File: src/rtl/d_drain_serializer_pkg.sv
// Shared types and constants for the D0/D1 drain serializer.
package d_drain_serializer_pkg;

    typedef enum logic [1:0] {
        StIdle,
        StPop,
        StCapture,
        StShift
    } state_e;

    localparam int unsigned FrameBits = 8;
    localparam logic        StartBit  = 1'b1;
    localparam logic        ChD0      = 1'b0;
    localparam logic        ChD1      = 1'b1;

    // Round-robin pick; only meaningful when at least one FIFO is non-empty.
    function automatic logic arb_pick(input logic empty_d0, input logic empty_d1,
                                      input logic last_served);
        if (!empty_d0 && !empty_d1) begin
            return ~last_served;
        end
        return empty_d0 ? ChD1 : ChD0;
    endfunction

endpackage

File: src/rtl/piso_shift8.sv
// 8-bit parallel-load, serial-out shift register, LSB first, zero fill.
module piso_shift8 (
    input  logic       clk_i,
    input  logic       rst_ni,
    input  logic       load_i,
    input  logic       shift_i,
    input  logic [7:0] data_i,
    output logic       serial_o
);

    logic [7:0] shift_q;

    // Load has priority; zero fill leaves the output low once a frame drains.
    always_ff @(posedge clk_i or negedge rst_ni) begin
        if (!rst_ni) begin
            shift_q <= '0;
        end else if (load_i) begin
            shift_q <= data_i;
        end else if (shift_i) begin
            shift_q <= {1'b0, shift_q[7:1]};
        end
    end

    assign serial_o = shift_q[0];

endmodule

File: src/rtl/d_drain_serializer.sv
// Drains the D0/D1 FIFOs round-robin and emits each word as an 8-bit serial frame
// {data[5:0], channel, start}, LSB first, with per-channel sent-word counters.
module d_drain_serializer
    import d_drain_serializer_pkg::*;
#(
    parameter int unsigned DataWidth = 6,
    parameter int unsigned CntWidth  = 8
) (
    input  logic                 clk_i,
    input  logic                 rst_ni,
    input  logic                 enable_i,
    input  logic                 empty_fifo_d0_i,
    input  logic                 empty_fifo_d1_i,
    input  logic [DataWidth-1:0] data_out_d0_i,
    input  logic [DataWidth-1:0] data_out_d1_i,
    output logic                 d0_pop_o,
    output logic                 d1_pop_o,
    output logic                 serial_out_o,
    output logic                 serial_valid_o,
    output logic                 busy_o,
    output logic [CntWidth-1:0]  sent_d0_o,
    output logic [CntWidth-1:0]  sent_d1_o
);

    localparam int unsigned             BitCntWidth = $clog2(FrameBits);
    localparam logic [BitCntWidth-1:0] LastBit     = BitCntWidth'(FrameBits - 1);

    state_e                 state_q;
    logic                   chan_q;
    logic                   last_q;
    logic                   valid_q;
    logic [BitCntWidth-1:0] bit_cnt_q;
    logic [CntWidth-1:0]    sent_d0_q;
    logic [CntWidth-1:0]    sent_d1_q;

    logic                   work_pending;
    logic                   pick;
    logic [DataWidth-1:0]   cap_data;
    logic [FrameBits-1:0]   frame;
    logic                   load;
    logic                   shift;

    // Decision inputs and frame assembly from the selected FIFO's read data.
    always_comb begin
        work_pending = enable_i && !(empty_fifo_d0_i && empty_fifo_d1_i);
        pick         = arb_pick(empty_fifo_d0_i, empty_fifo_d1_i, last_q);
        cap_data     = (chan_q == ChD1) ? data_out_d1_i : data_out_d0_i;
        frame        = {cap_data[FrameBits-3:0], chan_q, StartBit};
    end

    // Control FSM with arbiter state and sent-word counters.
    always_ff @(posedge clk_i or negedge rst_ni) begin
        if (!rst_ni) begin
            state_q   <= StIdle;
            chan_q    <= ChD0;
            last_q    <= ChD1;
            valid_q   <= 1'b0;
            bit_cnt_q <= '0;
            sent_d0_q <= '0;
            sent_d1_q <= '0;
        end else begin
            unique case (state_q)
                StIdle: begin
                    if (work_pending) begin
                        state_q <= StPop;
                        chan_q  <= pick;
                        last_q  <= pick;
                    end
                end
                StPop: begin
                    state_q <= StCapture;
                end
                StCapture: begin
                    state_q   <= StShift;
                    bit_cnt_q <= '0;
                    valid_q   <= 1'b1;
                    if (chan_q == ChD1) begin
                        sent_d1_q <= sent_d1_q + CntWidth'(1);
                    end else begin
                        sent_d0_q <= sent_d0_q + CntWidth'(1);
                    end
                end
                StShift: begin
                    if (bit_cnt_q == LastBit) begin
                        // Last bit doubles as a decision cycle for back-to-back frames.
                        valid_q <= 1'b0;
                        if (work_pending) begin
                            state_q <= StPop;
                            chan_q  <= pick;
                            last_q  <= pick;
                        end else begin
                            state_q <= StIdle;
                        end
                    end else begin
                        bit_cnt_q <= bit_cnt_q + BitCntWidth'(1);
                    end
                end
                default: begin
                    state_q <= StIdle;
                end
            endcase
        end
    end

    // Pop strobes and shifter controls decoded from the registered state.
    always_comb begin
        d0_pop_o = (state_q == StPop) && (chan_q == ChD0);
        d1_pop_o = (state_q == StPop) && (chan_q == ChD1);
        load     = (state_q == StCapture);
        shift    = (state_q == StShift);
    end

    piso_shift8 u_piso (
        .clk_i    (clk_i),
        .rst_ni   (rst_ni),
        .load_i   (load),
        .shift_i  (shift),
        .data_i   (frame),
        .serial_o (serial_out_o)
    );

    assign serial_valid_o = valid_q;
    assign busy_o         = (state_q != StIdle);
    assign sent_d0_o      = sent_d0_q;
    assign sent_d1_o      = sent_d1_q;

endmodule
File: config.mk
export PLATFORM = sky130hd
export DESIGN_NAME = d_drain_serializer
export DESIGN_NICKNAME = d
export VERILOG_FILES = /design/src/rtl/d_drain_serializer_pkg.sv /design/src/rtl/piso_shift8.sv /design/src/rtl/d_drain_serializer.sv
export SDC_FILE = /design/constraint.sdc
export NUM_CORES = 1
export LEC_CHECK = 0
export ABC_AREA = 1
export BUFFER_PORTS_ARGS = -buffer_cell sky130_fd_sc_hd__buf_4
export CORE_UTILIZATION = 35
export CTS_CLUSTER_DIAMETER = 120
export CTS_CLUSTER_SIZE = 8
export DETAILED_ROUTE_END_ITERATION = 10
export PLACE_DENSITY = 0.64
export SYNTH_ARGS = -nofsm -noshare
export SYNTH_HDL_FRONTEND = slang
export SYNTH_HIERARCHICAL = 1
export SYNTH_SLANG_ARGS = --single-unit
File: constraint.sdc
create_clock -name clk_i -period 1.5 [get_ports clk_i]
set_input_delay 0.075 -clock clk_i [delete_from_list [all_inputs] [get_ports clk_i]]
set_output_delay 0.075 -clock clk_i [all_outputs]
set_load 0.01 [all_outputs]
# After elaboration in Yosys (flattened, before gate mapping)

Index checks and enable logic that the tools add are counted.

Reductions and logical operators: 18
Add/subtract/negate cells: 3
Equality and inequality tests: 7
Mux-type cells: 21
Bitwise gates (word level): 2

Operators by type and width:

| operator              | number |
|---|---|
| $add A8 B1 Y8 const B | 2 |
| $mux W8               | 2 |
| $reduce_and A2 Y1     | 6 |
| $mux W1               | 10 |
| $pmux W2 S4           | 1 |
| $mux W6               | 1 |
| $pmux W1 S2           | 3 |
| $pmux W3 S2           | 1 |
| $reduce_bool A2 Y1    | 3 |
| $logic_and A1 B1 Y1   | 5 |
| $eq A2 B2 Y1 const B  | 2 |
| $mux W2               | 2 |
| $ne A2 B2 Y1 const B  | 2 |
| $add A3 B1 Y3 const B | 1 |
| $eq A3 B3 Y1 const B  | 1 |
| $logic_not A1 Y1      | 3 |
| $mux W3               | 1 |
| $eq A2 B1 Y1 const B  | 1 |
| $logic_not A2 Y1      | 1 |
| $ne A2 B1 Y1 const B  | 1 |
| $not A1 Y1            | 2 |

Word-level logic and storage cells: 59
Bits of input ports: 17
Output and inout port bits: 21
Register bits after elaboration: 32

# Longest topological paths before layout

Depth in word-level cells: 7
Depth in mapped cells: 9
Depth with buffers taken out: 9

# Cells and area by module

Netlist, hierarchy kept.

Modules (own cells, without submodules):

| module             | seq. area each (sq um) | times used | cells an instance | area an instance (sq um) |
|---|---|---|---|---|
| d_drain_serializer | 601.8                  | 1          | 170               | 1358.8 |
| piso_shift8        | 200.2                  | 1          | 43                | 376.6 |

# Worst setup path after synthesis

OpenSTA, ideal clock, no wires.

Path type: flip-flop to flip-flop
Start point: register state_q[0]
End point: register sent_d0_q[6] (netlist: sent_d0_o[6])
Clock period less this slack: 1.438 ns
Path slack: 0.062 ns
Required time: 1.383 ns
Setup time: 0.117 ns
Cell stages (with the launch flop): 10
Arrival time: 1.321 ns
Cell sequence: dfrtp_1 inv_1 ha_1 inv_1 nor2_2 nand2_1 nor2_2 nand2_1 nand2_1 nand2_1

Cells in the longest elaborated chain, start to end: 2

Ends and longest elaborated chain:

| what                        | line                     | text |
|---|---|---|
| start, declared             | d_drain_serializer.sv:28 | `state_e state_q;` |
| start signal, assigned      | d_drain_serializer.sv:54 | `state_q <= StIdle;` |
| start signal, assigned      | d_drain_serializer.sv:65 | `state_q <= StPop;` |
| start signal, assigned      | d_drain_serializer.sv:71 | `state_q <= StCapture;` |
| $eq A2 B2 Y1                | -                        |  |
| net load                    | d_drain_serializer.sv:40 | `logic load;` |
| $reduce_and A2 Y1 (no line) | -                        |  |
| end signal, assigned        | d_drain_serializer.sv:80 | `sent_d0_q <= sent_d0_q + CntWidth'(1);` |
| end, declared               | d_drain_serializer.sv:33 | `logic [CntWidth-1:0] sent_d0_q;` |

The timed path passes the listed nets, and every way through them passes these cells.
A chain may end at the register's enable or synchronous reset.

# Worst setup path in the final report

Start point: register bit_cnt_q[0]
End point: register chan_q

Cells in the longest elaborated chain, start to end: 3

Ends and longest elaborated chain:

| what                        | line                     | text |
|---|---|---|
| start, declared             | d_drain_serializer.sv:32 | `logic [BitCntWidth-1:0] bit_cnt_q;` |
| start signal, assigned      | d_drain_serializer.sv:95 | `bit_cnt_q <= bit_cnt_q + BitCntWidth'(1);` |
| $eq A3 B3 Y1                | d_drain_serializer.sv:84 | `if (bit_cnt_q == LastBit) begin` |
| $ne A2 B1 Y1 (no line)      | -                        |  |
| $reduce_and A2 Y1 (no line) | -                        |  |
| end signal, assigned        | d_drain_serializer.sv:55 | `chan_q <= ChD0;` |
| end signal, assigned        | d_drain_serializer.sv:66 | `chan_q <= pick;` |
| end signal, assigned        | d_drain_serializer.sv:89 | `chan_q <= pick;` |
| end, declared               | d_drain_serializer.sv:29 | `logic chan_q;` |

No other way between the ends.

==> flow_summary.toml <==
[setup_path]
end_kind = "register"
critical_path_class = "reg2reg"
r2r_start = "bit_cnt_q[0]$_DFFE_PN0P_"
rrSetupSlack_ns = 0.11
reg2reg_depth = 6
crit_fanout = 6
worstSetupStartpointType = "register"
cp.required_ns = 1.66
cp.arrival_ns = 1.55
reg2reg_to = "chan_q$_DFFE_PN0P_"

[final_layout]
utilization_pct = 46.9
antenna_cells = 0
drive_gt1_share_pct = 25.3
syn_to_final_growth_pct = 28.4
final_area_sq_um = 2230
layout.nets = 287
nFillCells = 500

[power]
ir_drop_v = 0.000593
p_leak_nw = 1.19
p_per_area_nw_per_um2 = 1800

[routing]
drtIter0Drc = 75
via_per_inst = 4.34
remaining_drc_errors = 0
wirelength_um = 3250
via_count = 1425
firstDrtPassIters = 4
wire_per_inst_um = 9.90
ant_nets = 0

[yosys]
async_reset_ff_share_pct = 100
synth_most_common_cell = "nand2_1"
syn_avg_cell_area_sq_um = 8.15
yosysTopAreaCellShare_pct = 44.7
synth_cell_types = 28
ys_ff_latch = 32
yosysTopAreaCell = "dfrtp_1"
syn_inst = 213
netlist_top_cells_count = "nand2_1 (78), dfrtp_1 (31), nand3_1 (24)"
synthTopCellsByArea = "dfrtp_1 (45%), nand2_1 (17%), ha_1 (7.2%)"
yosysWarnings = 6
syn-num-nets = 240
syn_area_sq_um = 1740
synth_flop_cell = "dfrtp_1"
ys_seq_area_share_pct = 46.2
synth_edf_count = 0

[clocking]
cts_max_path_buffers = 2
cts_buffers = 5
clkTransAtPathRegs_ns = 0.06
htree_num_levels = 2
cts-root-buf = "clkbuf_8"
cts_tree = "built"
cts_setup_buffers = 0
insertion_delay_ns = 0.28
clock_sink_count = 32

[run]
max_cap_viol_count = 0

[sta]
fin_ws_ns = 0.111
drv_slew = 0
hold_slack_ns = 0.0892
rsz0062_at_grt = "false"
finalCriticalPeriod_ns = 1.39
setup_viol_count_final = 0
finalCritPeriodShare_pct = 92.6
tns_ns = 0
finalHoldViolCount = 0
fmax_ghz = 0.720
skew_ns = 0.00744

[die]
die_area_sq_um = 5240
fp.coreArea_sq_um = 4750
fp.dieW_um = 72.4
die_h_um = 72.4
start_util_pct = 36.5
io_pins = 38
rows = 25

[placed_design]
dpl_worst_slack_ns = 0.000468
place.port_buffers = 37
post_dp_cell_area_sq_um = 2110
dp_hpwl_um = 2440
gp_congestion = 0.714

[global_route]
grt_pass1_wl_um = 5550
grt_max_degree = 33
gr-total-overflow = 0
gr-usage-all-layers_pct = 13.8
grt_pass1_vias = 1312
antenna_found_initial = 0

[outcome]
status = "finished clean"

[min_path]
hold_path_end = "u_piso/shift_q[7]$_DFFE_PN0P_"
whs_path_depth = 5
min_path_type = "in2reg"
worstHoldStart = "data_out_d0_i[5]"
[sequential cells by signal, summed over array words and instances (netlist names)]
name and count:
chan_q 1, sent_d0_o 8, u_piso/shift_q 8, bit_cnt_q 3, last_q 1, sent_d1_o 8
state_q 2, serial_valid_o 1
[metal layers]
metal	up-vias	GRT usage (%)	share of wire, %
met3	5	3.75	3.9
met1	633	17.9	47
met2	23	21.9	47
met4	0	5.88	1.6
met5	-	0	0
li1	764	-	-
[logic make-up (layout without fill, tap and decap cells)]
group | after synthesis | count (layout) | share of synthesized area (%)
other | 1 | 1 | 0.216
flip-flops | 32 | 32 | 46.2
AO/OA/AOI/OAI | 9 | 9 | 2.81
multiplexers | 1 | 1 | 0.649
buffers and inverters | 26 | 74 | 6.34
adder cells (fa/ha/maj) | 10 | 10 | 7.21
XOR/XNOR | 7 | 7 | 3.53
AND/OR/NAND/NOR | 127 | 127 | 33.0
[placed cells by master, fill, tap and decap left out, types with 3 or more instances in the layout]
| cell type | Yosys | final |
|---|---|---|
| nand2_1 | 78 | 77 |
| buf_4 | 1 | 42 |
| dfrtp_1 | 31 | 31 |
| nand3_1 | 24 | 24 |
| inv_1 | 20 | 19 |
| nor2_1 | 10 | 9 |
| ha_1 | 10 | 7 |
| xor2_1 | 5 | 5 |
| a21oi_1 | 5 | 5 |
| clkbuf_8 | 0 | 5 |
| inv_2 | 3 | 4 |
| nor2_2 | 4 | 4 |
| nand2_2 | 2 | 3 |
| nand4_1 | 3 | 3 |
| clkbuf_1 | 0 | 3 |
[area by class of cell]
cell class / instances / area, sq um / area share [%]
multi-input combinational: 155 / 851 / 38.2
clock buffer: 8 / 80.1 / 3.59
tap: 67 / 83.8 / 3.76
inverter: 23 / 86.3 / 3.87
sequential: 32 / 802 / 36.0
timing repair buffer: 43 / 325 / 14.6
[repair_timing]
action,CTS,global route
hold buffers,1,0
resized for setup,1,7
endpoints found under the hold margin,31,0
cloned,0,0
setup endpoints to repair,2,8
[worst max-delay path, cell delays in order, from the launching register on]
cell and delay [ns]:
dfrtp_1 0.40, ha_2 0.21, ha_1 0.18, nor2_2 0.15, inv_1 0.12, o211ai_1 0.14
nand2_1 0.07
[report_power, final]
part           switching, mW  total, mW  internal, mW
logic                   1.09       1.91         0.827
registers              0.286       1.47          1.19
clock network          0.300      0.629         0.329
total                   1.67       4.02          2.34
[metrics by stage]
step / cells / total power, mW
2_1_floorplan: 213 / 2.73
5_1_grt: 328 / 4.38
3_5_place_dp: 319 / 3.36
4_1_cts: 328 / 4.02
3_3_place_gp: 319 / 3.32
6_report: 328 / 4.02
[worst max path at each step]
stage,start,endpoint,slack [ns],depth (start not counted)
after floorplan,state_q[0]$_DFFE_PN0P_,sent_d0_o[6]$_DFFE_PN0P_,0.06,9
after global placement,bit_cnt_q[0]$_DFFE_PN0P_,chan_q$_DFFE_PN0P_,0.07,6
after detailed placement,state_q[0]$_DFFE_PN0P_,sent_d0_o[6]$_DFFE_PN0P_,0.0005,9
after CTS,bit_cnt_q[0]$_DFFE_PN0P_,chan_q$_DFFE_PN0P_,0.04,6
after global routing,bit_cnt_q[0]$_DFFE_PN0P_,state_q[1]$_DFFE_PN0P_,0.02,6
final,bit_cnt_q[0]$_DFFE_PN0P_,chan_q$_DFFE_PN0P_,0.11,6
No activity file was read; power rests on OpenSTA's default activity.
